**src/rtl/lpm_fifo_sc.sv**
```systemverilog
// lpm_fifo_sc: single-clock FIFO with exact registered flags, normal or show-ahead read
// Ports: clock, aclr (async clear), sclr (sync clear), data/wrreq (write side),
//        q/rdreq (read side), full, empty, usedw (count mod 2^lpm_widthu).
// Build macro LPM_FIFO_ALMOST_FLAGS_EN adds almost_full/almost_empty and their thresholds.
module lpm_fifo_sc #(
  parameter int    lpm_width     = 8,
  parameter int    lpm_widthu    = 4,
  parameter int    lpm_numwords  = 16,
  parameter string lpm_showahead = "OFF"
`ifdef LPM_FIFO_ALMOST_FLAGS_EN
  ,
  parameter int    lpm_almostfull  = 12,
  parameter int    lpm_almostempty = 4
`endif
) (
  input  logic                  clock,
  input  logic                  aclr,
  input  logic                  sclr,
  input  logic [lpm_width-1:0]  data,
  input  logic                  wrreq,
  input  logic                  rdreq,
  output logic [lpm_width-1:0]  q,
  output logic                  full,
  output logic                  empty,
  output logic [lpm_widthu-1:0] usedw
`ifdef LPM_FIFO_ALMOST_FLAGS_EN
  ,
  output logic                  almost_full,
  output logic                  almost_empty
`endif
);
  localparam int CW = lpm_widthu + 1;
  localparam logic [lpm_widthu-1:0] last = lpm_widthu'(lpm_numwords - 1);
  logic [lpm_width-1:0] mem [lpm_numwords];
  logic [lpm_widthu-1:0] wr_ptr, rd_ptr, wr_ptr_nxt, rd_ptr_nxt;
  logic [CW-1:0] cnt, cnt_nxt;
  logic wr_en, rd_en;
  always_comb begin
    wr_en = wrreq && !full;
    rd_en = rdreq && !empty;
    wr_ptr_nxt = sclr ? '0 : !wr_en ? wr_ptr : wr_ptr == last ? '0 : wr_ptr + 1'b1;
    rd_ptr_nxt = sclr ? '0 : !rd_en ? rd_ptr : rd_ptr == last ? '0 : rd_ptr + 1'b1;
    cnt_nxt = sclr ? '0 : (wr_en && !rd_en) ? cnt + 1'b1 : (rd_en && !wr_en) ? cnt - 1'b1 : cnt;
  end
  always_ff @(posedge clock or posedge aclr) begin
    if (aclr) begin
      wr_ptr <= '0;
      rd_ptr <= '0;
      cnt    <= '0;
      full   <= 1'b0;
      empty  <= 1'b1;
    end else begin
      wr_ptr <= wr_ptr_nxt;
      rd_ptr <= rd_ptr_nxt;
      cnt    <= cnt_nxt;
      full   <= cnt_nxt == CW'(lpm_numwords);
      empty  <= cnt_nxt == '0;
    end
  end
  // storage is never cleared; a clear at the same edge cancels the write
  always_ff @(posedge clock)
    if (wr_en && !sclr && !aclr) mem[wr_ptr] <= data;
  // truncation gives the documented wrap to 0 when full at a power-of-two depth
  assign usedw = cnt[lpm_widthu-1:0];
  generate
    if (lpm_showahead == "ON") begin : g_show
      // forced to 0 while empty so a clear also shows q = 0
      assign q = empty ? '0 : mem[rd_ptr];
    end else begin : g_norm
      always_ff @(posedge clock or posedge aclr) begin
        if (aclr) q <= '0;
        else q <= sclr ? '0 : rd_en ? mem[rd_ptr] : q;
      end
    end
  endgenerate
`ifdef LPM_FIFO_ALMOST_FLAGS_EN
  always_ff @(posedge clock or posedge aclr) begin
    if (aclr) begin
      almost_full  <= 1'b0;
      almost_empty <= lpm_almostempty > 0;
    end else begin
      almost_full  <= int'(cnt_nxt) >= lpm_almostfull;
      almost_empty <= int'(cnt_nxt) < lpm_almostempty;
    end
  end
`endif
endmodule
```
**config.mk**
```make
export PLATFORM = sky130hd
export DESIGN_NAME = lpm_fifo_sc
export DESIGN_NICKNAME = d
export VERILOG_FILES = /design/src/rtl/lpm_fifo_sc.sv
export SDC_FILE = /design/constraint.sdc
export NUM_CORES = 1
export LEC_CHECK = 0
export ABC_AREA = 1
export CELL_PAD_IN_SITES_DETAIL_PLACEMENT = 1
export CELL_PAD_IN_SITES_GLOBAL_PLACEMENT = 1
export CORE_UTILIZATION = 48
export CTS_CLUSTER_DIAMETER = 100
export CTS_CLUSTER_SIZE = 40
export DETAILED_ROUTE_END_ITERATION = 6
export PLACE_DENSITY_LB_ADDON = 0.1
export SKIP_CTS_REPAIR_TIMING = 1
export SYNTH_ARGS = -nofsm -noshare
export SYNTH_HDL_FRONTEND = slang
export SYNTH_SLANG_ARGS = --single-unit
```
**constraint.sdc**
```tcl
create_clock -name clock -period 2.5 [get_ports clock]
set_clock_uncertainty 0.05 [all_clocks]
set_input_delay 0.5 -clock clock [delete_from_list [all_inputs] [get_ports clock]]
set_output_delay 0.5 -clock clock [all_outputs]
set_load 0.005 [all_outputs]
```
After elaboration in Yosys (flattened, before gate mapping) --
Memories as Yosys holds them, arrays and structs flattened. Cells that the tools add are included.
Word-level totals: bits in registers 23, RAM bits 128, bits of input ports 13, output and inout bits 14, logic and storage cells 42, memories 1
Operators by class: add/sub/neg operators 4, equality and inequality tests 3, mux-type cells 13, reduce and logical (&&, ||, !) cells 15
Memories:
- mem | depth 16, width 8, read ports 1, clocked after Yosys merged registers in 0, write ports 1, RTL line 34 | logic [lpm_width-1:0] mem [lpm_numwords];
Operator list (number):
- $mux W4 | 6
- $mux W8 | 2
- $mux W5 | 3
- $add A4 B1 Y4 const B | 2
- $eq A4 B4 Y1 const B | 2
- $logic_and A1 B1 Y1 | 6
- $logic_not A1 Y1 | 6
- $add A5 B1 Y5 const B | 1
- $eq A5 B5 Y1 const B | 1
- $logic_not A5 Y1 | 1
- $sub A5 B1 Y5 const B | 1
- $reduce_bool A2 Y1 | 2
- $mux W1 | 2

Logic depth before layout (Yosys ltp) --
word-level depth 8, mapped depth 12, depth with buffers taken out 10

Worst setup path before layout --
OpenSTA, ideal clock, no wires.
path type input to register, start point in wrreq, end point mem mem[15][0] (enable), library setup time 0.383 ns, data arrival time 1.653 ns, data required time 2.067 ns, path slack 0.414 ns, cell stages on the path 6, buffers on the path 0, cell sequence nand2_1 -> nor2_1 -> inv_1 -> nor2_1 -> inv_1 -> nor3_1
On the way: cells in the longest elaborated chain, start to end 5
RTL lines:
- start: declaration | RTL line 20 | input logic wrreq,
- $logic_and A1 B1 Y1 | RTL line 39 | wr_en = wrreq && !full;
- $logic_and A1 B1 Y1 (2 in a row) | RTL line 62 | if (wr_en && !sclr && !aclr) mem[wr_ptr] <= data;
- $mux W1 | RTL line 62
- $mux W1 (not written as such) | RTL line 62
- end: declaration | RTL line 34
Every way passes these cells.

Worst setup path after layout --
start point in wrreq, end point mem mem[7][1] (enable)
The elaborated chain is that of the path after synthesis.

==> results by group <==
Run status
  – Status: complete, no violations

Detailed routing
  – DR vias/cell: 5.43
  – Antenna Violating Nets Remaining: 0
  – First DRT Iteration DRCs: 342
  – Drc violations: 0
  – Drt pass-1 iters: 5
  – Vias: 4595
  – Routed WL per cell: 20.7 um
  – Routed wire length: 17.5 mm

Timing
  – Period utilization: 82.9%
  – Hold Violations, Final: 0
  – F_max: 483 MHz
  – Max Slew Vio Count: 0
  – Setup TNS: 0 ps
  – Slew margin rel.: 55.3%
  – Worst slew pin tran: 669 ps
  – Final Setup Violations: 0
  – RSZ-0062 raised after global routing: no
  – Min cycle time layout: 2070 ps

Yosys
  – Netlist cell types: 26
  – Seq cells post-synth: 151
  – Syn Inst Count: 609
  – Register area share after synthesis: 68.7%
  – Yosys warns: 0
  – Post-Synthesis Net Count: 629
  – Syn_area_per_cell: 10.6 um2
  – Post-synthesis instance area: 6430 um2

Power and ir drop
  – Peak supply drop: 0.614 mV
  – Switch share: 27.6%
  – Clk network pwr share: 39.0%
  – Power Density: 863 nW/um2
  – Comb pwr share: 17.3%
  – Register share of total power: 43.7%
  – Internal: 4.76 mW
  – P_sw: 1.82 mW
  – Leakage: 2.98 nW
  – Total design power: 6.58 mW

Layout
  – N_diodes: 0
  – Share of post-route cells with drive strength above 1: 10.1%
  – Commonest non-fill, non-tap cell in the layout: nor2_1
  – Final-stage net count: 682
  – Layout area overhead: 18.4%
  – Most frequent cells in the layout: 152 x nor2_1, 128 x edfxtp_1, 109 x nand2_1, 46 x o21ai_0

Hold path
  – Hold Crit Start: q[5]
  – HP Class: flop to flop

Critical path
  – Reg-to-Reg Start: full
  – Delay of the slowest critical-path stage: 490 ps
  – Delay-heaviest family, CP: buffers and inverters
  – Slowest-stage cell, CP: clkdlybuf4s50_1
  – Critical path class: input pin to flop
  – Req. time, crit path: 2590 ps
  – CP max FO: 8
  – CP Capture Type: flop
  – CP arrival: 2160 ps
  – Crit path from: wrreq
  – Critical-path cell list: clkdlybuf4s50_1 > nand2_1 > nor2_1 > inv_1 > nor2_1 > buf_4 > inv_1 > nor3_1 > buf_4
  – WP buf/inv: 5
  – CP Launch Type: input pin

Die
  – Die Y: 118 um
  – Rows: 41
  – Die area: 13900 um2
  – Starting Density: 50.2%
  – Core Area: 12800 um2
  – IO Pins: 27
  – Chip Width: 118 um

Clock tree
  – CTS tree: yes
  – Clock-pin transition on the worst setup and hold timing paths: 60 ps
  – Clk sinks: 151
  – Maximum clock path buffer count: 2
  – Num CTS Buffers: 17
  – Root Driver: clkbuf_16
  – Clk_lat worst skew: 430 ps
  – H-tree levels: 4

Run
  – Max cap viols: 0

GRT
  – Vias in the first global route: 4898
  – GRT overflow: 0
  – First-pass GRT wire length: 27.8 mm
  – Initial antenna violation count: 0
  – Tot GR Track Use: 27.4%
  – Largest net degree at the start of global routing: 44

Placement
  – PortBufs: 26
  – Post-DP HPWL: 11.7 mm
  – Placer congestion estimate: 0.823
state kept, by name, indices dropped and copies added, names as in the netlist:
name,count
cnt,5
empty,1
full,1
mem,128
q,8
rd_ptr,4
wr_ptr,4
layer usage:
| metal | GRT usage (%) | vias to the layer above | routed length, um |
|---|---|---|---|
| li1 | - | 2152 | - |
| met1 | 35.7 | 2315 | 7600 |
| met2 | 45.8 | 104 | 8820 |
| met3 | 5.72 | 24 | 822 |
| met4 | 8.65 | 0 | 249 |
| met5 | 0 | - | 0 |
kinds of logic after synthesis:
| kind of cell | after synthesis | share of synthesized area (%) |
|---|---|---|
| AO/OA/AOI/OAI | 76 | 6.05 |
| XOR/XNOR | 2 | 0.272 |
| adder cells (fa/ha/maj) | 7 | 1.36 |
| buffers and inverters | 67 | 4.78 |
| flip-flops | 151 | 68.7 |
| AND/OR/NAND/NOR | 306 | 18.8 |
synth_stat cells:
cell | count | share of area, %
a31oi_1 | 3 | 0.29
buf_1 | 1 | 0.058
buf_2 | 11 | 0.86
buf_4 | 9 | 1.1
buf_6 | 1 | 0.18
clkbuf_1 | 4 | 0.23
clkbuf_2 | 1 | 0.078
clkinv_1 | 3 | 0.18
dfrtp_1 | 22 | 8.6
dfstp_2 | 1 | 0.41
edfxtp_1 | 128 | 60
ha_1 | 7 | 1.4
inv_1 | 35 | 2.0
inv_2 | 2 | 0.12
nand2_1 | 109 | 6.4
nand3_1 | 35 | 2.7
nand3b_1 | 1 | 0.12
nand4_1 | 1 | 0.097
nor2_1 | 152 | 8.9
nor2_2 | 1 | 0.097
nor3_1 | 7 | 0.54
o21ai_0 | 46 | 3.6
o21ai_1 | 25 | 1.9
o22ai_1 | 1 | 0.097
o2bb2ai_1 | 1 | 0.14
xor2_1 | 2 | 0.27
final cells by class:
cell class / instances / area, um2
sequential: 151 / 4420
timing repair buffer: 61 / 536
tap: 172 / 215
fill: 1387 / 5210
clock inverter: 13 / 156
multi-input combinational: 391 / 1700
inverter: 40 / 150
clock buffer: 19 / 433
power by group through the flow:
stage	clock (mW)	sequential (mW)	combinational [mW]
3_5_place_dp	0	2.93	1.13
3_3_place_gp	0	2.92	1.09
2_1_floorplan	0	2.92	0.698
4_1_cts	2.59	2.87	1.14
6_report	2.57	2.87	1.13
5_1_grt	2.68	2.88	1.26
worst paths after layout:
| path | endpoint | slack (ps) | cells after the start |
|---|---|---|---|
| setup reg to reg | mem[7][1] | 560 | 9 |
| hold reg to reg | q[5] | 430 | 2 |
| hold / removal | q[5] | 430 | 2 |
| min in group asynchronous | wr_ptr[1] | 450 | 3 |
| max in group asynchronous | empty | 1650 | 3 |
| setup / recovery | mem[7][1] | 430 | 9 |
per-stage QoR:
stage	worst slack [ps]	hold WS [ps]	utilization, %	cells	area [um2]
detailed placement	36.9	418	54.8	815	7030
global route	367	461	59.4	847	7620
finish	428	433	59.4	847	7620
CTS	446	437	59.4	847	7620
floorplan	414	422	-	609	6430
global placement	107	414	54.8	815	7030
worst min-delay path, delay by kind of cell, from the launching register on:
kind,cells,cell delay (ps)
flops,1,350
simple gates,2,110
(Power assumes the default switching activity.)
